$ cat src/rtl/half_dot_m_v.sv
// half_dot_m_v: binary16 matrix-vector product, vector_out[w] = sum_h matrix[w][h]*vector[h].
// One time-multiplexed half_dot_v_v is stepped over the rows by a small FSM.

module half_dot_v_v #(
  parameter int HEIGHT = 10
) (
  input  logic                    clk,
  input  logic                    rstn,
  input  logic                    i_start,
  input  logic [HEIGHT-1:0][15:0] i_vector_a,
  input  logic [HEIGHT-1:0][15:0] i_vector_b,
  output logic                    o_done,
  output logic [15:0]             o_c
);
  localparam int IW = (HEIGHT > 1) ? $clog2(HEIGHT) : 1;

  function automatic logic f_nan(input logic [15:0] a);
    return (&a[14:10]) && (|a[9:0]);
  endfunction
  function automatic logic f_inf(input logic [15:0] a);
    return (&a[14:10]) && !(|a[9:0]);
  endfunction
  function automatic logic f_zero(input logic [15:0] a);
    return !(|a[14:0]);
  endfunction
  function automatic int f_exp(input logic [15:0] a);
    return (a[14:10] == 5'd0) ? 1 : int'(a[14:10]);
  endfunction

  // Round s * sig * 2^ex to nearest-even binary16; subnormals kept, overflow saturates to inf.
  function automatic logic [15:0] f_pack(input logic s, input logic [41:0] sig, input int ex);
    int p, e, ec, sh, bits;
    logic [41:0] m, mask;
    logic rb, st;
    p = 0;
    for (int i = 0; i < 42; i++) if (sig[i]) p = i;
    if (sig == '0) return {s, 15'h0000};
    e = p + ex + 15;
    if (e > 30) return {s, 15'h7C00};
    ec = (e < 1) ? 1 : e;
    sh = ec - 25 - ex;
    rb = 1'b0;
    st = 1'b0;
    if (sh <= 0) begin
      m = sig << (-sh);
    end else begin
      m = sig >> sh;
      rb = sig[sh-1];
      mask = (42'd1 << (sh - 1)) - 42'd1;
      st = |(sig & mask);
    end
    m = m + {41'd0, rb & (st | m[0])};
    bits = (ec - 1) * 1024 + int'(m[12:0]);
    if (bits >= 31744) return {s, 15'h7C00};
    return {s, bits[14:0]};
  endfunction

  function automatic logic [15:0] f_mul(input logic [15:0] a, input logic [15:0] b);
    logic [10:0] ma, mb;
    logic [21:0] pr;
    if (f_nan(a) || f_nan(b) || (f_inf(a) && f_zero(b)) || (f_zero(a) && f_inf(b)))
      return 16'h7E00;
    if (f_inf(a) || f_inf(b)) return {a[15] ^ b[15], 15'h7C00};
    ma = {|a[14:10], a[9:0]};
    mb = {|b[14:10], b[9:0]};
    pr = ma * mb;
    return f_pack(a[15] ^ b[15], {20'd0, pr}, f_exp(a) + f_exp(b) - 50);
  endfunction

  function automatic logic [15:0] f_add(input logic [15:0] a, input logic [15:0] b);
    int ea, eb, em;
    logic [41:0] xa, xb, mag;
    logic s;
    if (f_nan(a) || f_nan(b) || (f_inf(a) && f_inf(b) && (a[15] != b[15]))) return 16'h7E00;
    if (f_inf(a)) return a;
    if (f_inf(b)) return b;
    ea = f_exp(a);
    eb = f_exp(b);
    em = (ea < eb) ? ea : eb;
    xa = {31'd0, |a[14:10], a[9:0]} << (ea - em);
    xb = {31'd0, |b[14:10], b[9:0]} << (eb - em);
    if (a[15] == b[15]) begin
      mag = xa + xb;
      s   = a[15];
    end else if (xa >= xb) begin
      mag = xa - xb;
      s   = a[15];
    end else begin
      mag = xb - xa;
      s   = b[15];
    end
    // Exact cancellation gives +0 unless both operands were negative.
    if (mag == '0) s = a[15] & b[15];
    return f_pack(s, mag, em - 25);
  endfunction

  logic [IW-1:0] r_idx;
  logic          r_run, r_done;
  logic [15:0]   r_acc;
  logic [15:0]   w_prod, w_sum;

  assign w_prod = f_mul(i_vector_a[r_idx], i_vector_b[r_idx]);
  assign w_sum  = (r_idx == '0) ? w_prod : f_add(r_acc, w_prod);
  assign o_done = r_done;
  assign o_c    = r_acc;

  // One product-accumulate per cycle; o_done is a level held until the next start.
  always_ff @(posedge clk) begin
    if (!rstn) begin
      r_idx  <= '0;
      r_run  <= 1'b0;
      r_done <= 1'b0;
      r_acc  <= '0;
    end else if (i_start) begin
      r_idx  <= '0;
      r_run  <= 1'b1;
      r_done <= 1'b0;
    end else if (r_run) begin
      r_acc <= w_sum;
      if (r_idx == IW'(HEIGHT - 1)) begin
        r_run  <= 1'b0;
        r_done <= 1'b1;
      end else begin
        r_idx <= r_idx + 1'b1;
      end
    end
  end
endmodule

module half_dot_m_v #(
  parameter int WIDTH  = 10,
  parameter int HEIGHT = 10
) (
  input  logic                               clk,
  input  logic                               rstn,
  input  logic                               start,
  input  logic [HEIGHT-1:0][15:0]            vector,
  input  logic [WIDTH-1:0][HEIGHT-1:0][15:0] matrix,
  output logic                               busy,
  output logic                               done,
  output logic [WIDTH-1:0][15:0]             vector_out
);
  localparam int RW = (WIDTH > 1) ? $clog2(WIDTH) : 1;

  typedef enum logic [2:0] {S_IDLE, S_LAUNCH, S_WAIT, S_STORE, S_FINISH} state_t;

  state_t                   r_state, w_next;
  logic [RW-1:0]            r_row;
  logic                     r_done_q;
  logic [WIDTH-1:0][15:0]   r_vout;
  logic                     w_sub_start, w_sub_done, w_sub_edge, w_last;
  logic [15:0]              w_c;

  assign w_sub_edge = w_sub_done & ~r_done_q;
  assign w_last     = (r_row == RW'(WIDTH - 1));
  assign vector_out = r_vout;

  half_dot_v_v #(.HEIGHT(HEIGHT)) u_dot (
    .clk        (clk),
    .rstn       (rstn),
    .i_start    (w_sub_start),
    .i_vector_a (vector),
    .i_vector_b (matrix[r_row]),
    .o_done     (w_sub_done),
    .o_c        (w_c)
  );

  always_ff @(posedge clk) begin
    if (!rstn) begin
      r_state  <= S_IDLE;
      r_row    <= '0;
      r_done_q <= 1'b0;
      r_vout   <= '0;
    end else begin
      r_state  <= w_next;
      r_done_q <= w_sub_done;
      if (r_state == S_IDLE && start) r_row <= '0;
      if (r_state == S_STORE) begin
        r_vout[r_row] <= w_c;
        if (!w_last) r_row <= r_row + 1'b1;
      end
    end
  end

  always_comb begin
    w_next      = r_state;
    busy        = 1'b1;
    done        = 1'b0;
    w_sub_start = 1'b0;
    case (r_state)
      S_IDLE: begin
        busy = 1'b0;
        if (start) w_next = S_LAUNCH;
      end
      S_LAUNCH: begin
        w_sub_start = 1'b1;
        w_next      = S_WAIT;
      end
      S_WAIT:   if (w_sub_edge) w_next = S_STORE;
      S_STORE:  w_next = w_last ? S_FINISH : S_LAUNCH;
      S_FINISH: begin
        done   = 1'b1;
        w_next = S_IDLE;
      end
      default:  w_next = S_IDLE;
    endcase
  end
endmodule
$ cat config.mk
export PLATFORM = sky130hd
export DESIGN_NAME = half_dot_m_v
export DESIGN_NICKNAME = d
export VERILOG_FILES = /design/src/rtl/half_dot_m_v.sv
export SDC_FILE = /design/constraint.sdc
export NUM_CORES = 2
export LEC_CHECK = 0
export BUFFER_PORTS_ARGS = -buffer_cell sky130_fd_sc_hd__buf_2
export CAP_MARGIN = 20
export CORE_AREA = 2 2 744 746
export DETAILED_ROUTE_END_ITERATION = 10
export DIE_AREA = 0 0 746 748
export GPL_ROUTABILITY_DRIVEN = 1
export PLACE_DENSITY = 0.3
export SLEW_MARGIN = 20
export SYNTH_ARGS = -nofsm -noshare
export SYNTH_HDL_FRONTEND = slang
export SYNTH_HIERARCHICAL = 1
export SYNTH_SLANG_ARGS = --single-unit
$ cat constraint.sdc
create_clock -name clk -period 87.6 [get_ports clk]
set_clock_uncertainty 0.1 [all_clocks]
set_input_delay 4.38 -clock clk [delete_from_list [all_inputs] [get_ports clk]]
set_output_delay 4.38 -clock clk [all_outputs]
set_load 0.01 [all_outputs]
After elaboration in Yosys (flattened, before gate mapping)
Index checks and enable logic that the tools add are counted.
- order comparisons: 15
- divide/modulo/power cells: 0
- shift-type cells: 8
- multiplexer cells: 202
- eq/ne operators: 10
- reduce and logical (&&, ||, !) cells: 55
- multiply operators: 1
- bitwise gates (word level): 13
- add/sub/neg operators: 30
- operators with widths (kind ; number):
    $bmux 160 s4 ; 1
    $mux 16 ; 26
    $mux 32 ; 8
    $mux 42 ; 5
    $bwmux 160 ; 1
    $mux 160 ; 1
    $mux 13 ; 11
    $mux 5 ; 26
    $bmux 16 s4 ; 2
    $sub 32x32->32 ; 4
    $add 32x32->32 ; 3
    $sub 32x6->32 const B ; 3
    $reduce_or 42->1 ; 2
    $shl 1x32->42 const A ; 2
    $shl 11x32->42 ; 2
    $sub 42x1->42 const B ; 2
    $sub 42x42->42 ; 2
    $mux 4 ; 19
    $mux 1 ; 73
    $add 32x14->32 ; 2
    $add 32x5->32 const B ; 2
    $demux 16 s4 ; 1
    $ge 32x16->1 const B ; 2
    $gt 32x6->1 const B ; 2
    51 further kinds ; 132
- input bits: 1763
- logic and storage cells: 351
- memory bits (read-only): 0
- latch bits: 0
- memories kept: 0
- memory bits (writable): 0
- register bits after elaboration: 190

Longest topological paths before layout
- depth after elaboration: 152
- depth in mapped cells: 195
- mapped depth without buffers: 178

Modules after synthesis
The synthesis kept the hierarchy.
- modules (own cells, without submodules) (module ; times used ; area each (µm²) ; cells each ; sequential area each (µm²)):
    half_dot_v_v ; 1 ; 38490.7 ; 5561 ; 440.4
    half_dot_m_v ; 1 ; 18306.3 ; 1767 ; 3363.2

Least setup slack after synthesis
Ideal clock, no wire load.
- path type: in2reg
- from: input port matrix[1245] (netlist bit)
- to: register u_dot.r_acc[0], in the netlist u_dot/o_c[0]
- setup slack: 42490 ps
- cell stages on the path: 183
- path buffers: 16
- arrival: 44925 ps
- path through: mux4_2 > a221o_1 > mux4_2 > mux2i_1 > o22a_1 > inv_1 > nor4_1 > nand2b_1 > clkbuf_1 > and2_1 > fa_1 > inv_1 > fa_1 > fa_1 > inv_1 > fa_1 > inv_1 > fa_1 > [... 147 more ...] > o221ai_1 > or4_4 > nor2_2 > xnor2_1 > ha_1 > a21oi_1 > nor4_1 > nand2_1 > nor4_1 > o211ai_1 > o21a_1 > or4_1 > o32a_1 > nor4_4 > inv_2 > a211o_1 > a31o_1 > a211oi_1
- longest elaborated chain between the ends: 142
- elaborated cells between the ends (all ways): 246
- those cells by class: 28 x add/sub; 1 x mul; 10 x order compare; 2 x eq/ne; 8 x shift; 163 x mux; 6 x bitwise; 28 x reduce/logical
- RTL lines (what ; RTL line ; RTL):
    from (decl) ; 138 ; input logic [WIDTH-1:0][HEIGHT-1:0][15:0] matrix,
    $bmux 160 s4 * ; 163 ; .i_vector_b (matrix[r_row]),
    $mux 160 (implied by the code) * ; 163 ;
    $bmux 16 s4 * ; 102 ; assign w_prod = f_mul(i_vector_a[r_idx], i_vector_b[r_idx]);
    $mux 16 (implied by the code) * ; 102 ;
    $reduce_or 5->1 ; 65 ; mb = {|b[14:10], b[9:0]};
    $mul 11x11->22 ; 66 ; pr = ma * mb;
    $mux 4 (6 in a row) ; 36 ; for (int i = 0; i < 42; i++) if (sig[i]) p = i;
    $mux 5 (6 in a row) ; 36 ;
    [... 116 more ...] ; n/a ;
    $mux 1 ; 75 ; if (f_inf(a)) return a;
    $mux 16 ; 55 ; return {s, bits[14:0]};
    $mux 16 ; 40 ; ec = (e < 1) ? 1 : e;
    $mux 16 ; 38 ; e = p + ex + 15;
    $mux 16 ; 77 ; ea = f_exp(a);
    $mux 16 ; 76 ; if (f_inf(b)) return b;
    $mux 16 ; 75 ;
    $mux 16 * ; 103 ; assign w_sum = (r_idx == '0) ? w_prod : f_add(r_acc, w_prod);
    to (signal assigned) ; 119 ; r_acc <= w_sum;
    to (decl) ; 99 ; logic [15:0] r_acc;
Mark *: on every way between the ends. The rest lies on a longest branch, timed or not. The select of a mux whose other input is x is not followed.
A chain may end at the register's enable or synchronous reset.

Worst setup path after layout
- from: input port matrix[171] (netlist bit)
- to: register u_dot.r_acc[0], in the netlist u_dot/o_c[0]
The elaborated chain is that of the path after synthesis.

==> results.toml <==
[sta]
clock.fmax_mhz = 17.62
worst_pin_slew_ns = 1.249
hold_viol = 0
rsz0062_at_grt = "no"
finalSetupViolations = 0
relSlewSlack_pct = 16.35
fin_crit_sh_pct = 64.79
period_minus_slack_ns = 56.75
fin_tns_setup_ns = 0
timing.final.ws_setup_ns = 30.85
slew_violations = 0

[synthesis]
mappedNetlistArea_mm2 = 0.05680
yosysWarnings = 6
async_flop_share_pct = 0
seq_area_frac_synth_pct = 6.697
ys.flop_type = "dfxtp_1"
syn_inst = 7328
synth_edf_count = 0
synth_cell_types = 134
synth_nets = 9554
syn_avg_cell_area_um2 = 7.751
synth_seq_cells = 190

[worst_setup_path]
r2r-end = "u_dot/o_c[0]"
crit_type = "primary input to register"
cp.arrival_ns = 57.11
reg2reg_slack_ns = 31.64
crit_buf_inv = 18
cp_top_family = "simple AND/OR/NAND/NOR gates"
rr_startpoint = "r_row[0]"
critPathMaxFanout = 23
crit_slowest_cell = "fa_1"
worstSetupStartpointType = "primary input"
cp_common_cell = "ha_1"
worstPathRequired_ns = 87.96
endpoint_kind = "register"
cp_num_cells = 168
r2r_cells = 170
max_stage_delay_ns = 1.05

[drt]
viasPerCell = 4.332
routed_wl_mm = 756.7
dr.pass1.iters = 6
via_count = 77490
drcViolationCount = 0
drtAntennaViolNets = 1
routedWlPerCell_um = 42.31
drt_iter0_markers = 7820

[cts]
clock_tree.buffer_depth = 2
htreeDepth = 4
hold_buffers = 0
cts.sinks = 190
cts_buffers = 17
cts_resized = 0
cts_root_buf = "clkbuf_16"
postCtsSetupRepairBufs = 0
cts_tree = "done"
clk_latency_ns = 0.56
clk_pin_slew_ns = 0.10

[floorplanning]
ios = 1925
core_area_mm2 = 0.5506
initial_core_util_pct = 10.32
die_h_um = 748
die_w_um = 746
num_rows = 273
die-area_mm2 = 0.5580

[grt]
grt_overflow = 0
grt_pass1_wl_mm = 910.9
antenna_found_initial = 792
grt_max_degree = 102
track_usage_pct = 25.82
grt_pass1_vias = 70430

[finish]
final_cell_mix = "1924 x buf_2, 673 x nand2_1, 625 x mux2i_1"
post-route-util_pct = 14.52
drive_gt1_share_pct = 31.73
nNetsFinal = 11180
area_growth_pct = 40.79
final_cells = 17890
final_common_cell = "buf_2"
fillers = 64330

[place]
place_ws_ns = 30.65
place_inst = 16220
port_buffers = 1924
post-dp-hpwl_mm = 675.5
place.gp.congestion = 1.085

[outcome]
status = "finished with violations"
violations = "antenna violations"

[worst_hold_path]
hold_depth = 2
whs_endpoint = "vector_out[62]"
hold_path.class = "register to register"
min_from = "vector_out[62]"

[run]
maxCapViolCount = 0
==> how the worst max path moves through the flow <==
stage                        end         start  slack, ns
finish              u_dot/o_c[0]   matrix[171]      30.85
global route        u_dot/o_c[0]   matrix[171]      27.16
CTS                 u_dot/o_c[0]   matrix[171]      31.05
detailed placement  u_dot/o_c[0]   matrix[171]      30.65
global placement    u_dot/o_c[0]   matrix[171]      31.12
floorplan           u_dot/o_c[0]  matrix[1245]      42.49
==> metrics by stage <==
stage | hold WS [ns] | cell area [um^2]
2_1_floorplan | 0.3504 | 56800
3_3_place_gp | 0.3398 | 75170
3_5_place_dp | 0.3440 | 75190
4_1_cts | 0.3578 | 75840
5_1_grt | 0.3716 | 78570
6_report | 0.3554 | 79960
==> flip-flops by register name, indices dropped and copies added, names as in the netlist <==
name / cells
vector_out: 160
u_dot/o_c: 16
r_row: 4
u_dot/r_idx: 4
r_state: 3
r_done_q: 1
u_dot/o_done: 1
u_dot/r_run: 1
==> cell usage after synthesis (92+ instances only) <==
cell | count | share of area, %
fa_1 | 92 | 3.2
mux2_2 | 194 | 3.8
a21oi_1 | 423 | 3.7
o21ai_0 | 310 | 2.7
inv_1 | 407 | 2.7
dfxtp_1 | 190 | 6.7
a221o_1 | 177 | 3.1
a21o_1 | 95 | 1.3
mux2i_1 | 625 | 11
nand3_1 | 211 | 1.9
nand2_1 | 673 | 4.4
nor2_1 | 530 | 3.5
clkbuf_1 | 348 | 2.3
ha_1 | 371 | 8.2
xnor2_1 | 159 | 2.5
nor3_1 | 164 | 1.4
o22ai_1 | 243 | 2.7
mux4_2 | 250 | 9.9
nand4_1 | 105 | 1.2
==> worst reg2reg max path: cells and delay by family, from the launching register on <==
family / cells / cell delay [ns]
AND/OR/NAND/NOR: 54 / 16.98
AO/OA/AOI/OAI: 55 / 16.06
adder cells (fa/ha/maj): 28 / 10.90
buffers and inverters: 21 / 5.18
multiplexers: 6 / 3.21
XOR/XNOR: 6 / 2.72
flip-flops: 1 / 0.77
==> final cells by class <==
cell class | instances | area, um^2 | share of cell area, %
timing repair buffer | 2130 | 11240 | 14.05
tap | 7287 | 9117 | 11.40
inverter | 417 | 1565 | 1.957
sequential | 190 | 3826 | 4.785
clock inverter | 15 | 225.2 | 0.2817
antenna | 1633 | 4086 | 5.110
clock buffer | 17 | 425.4 | 0.5320
multi-input combinational | 6196 | 49480 | 61.88
==> per-layer routing <==
metal | vias to the layer above | track usage [%] | part of all wire [%]
met5 | - | 0 | 0.30
met4 | 238 | 14.64 | 5.3
met3 | 1499 | 8.444 | 8.8
met2 | 4456 | 44.11 | 50
met1 | 38210 | 28.07 | 36
li1 | 33080 | - | -
==> logic make-up after synthesis <==
group,synth area share [%]
adders and majority gates,11.50
AOI/OAI and AO/OA,26.36
muxes,24.77
DFF,6.697
buffers and inverters,6.798
and+or+nand+nor,20.15
xor gates and xnor gates,3.714
Power is left out: the tool's default activity adds up to more than one toggle a clock period on the data nets, which glitch-free logic cannot reach.
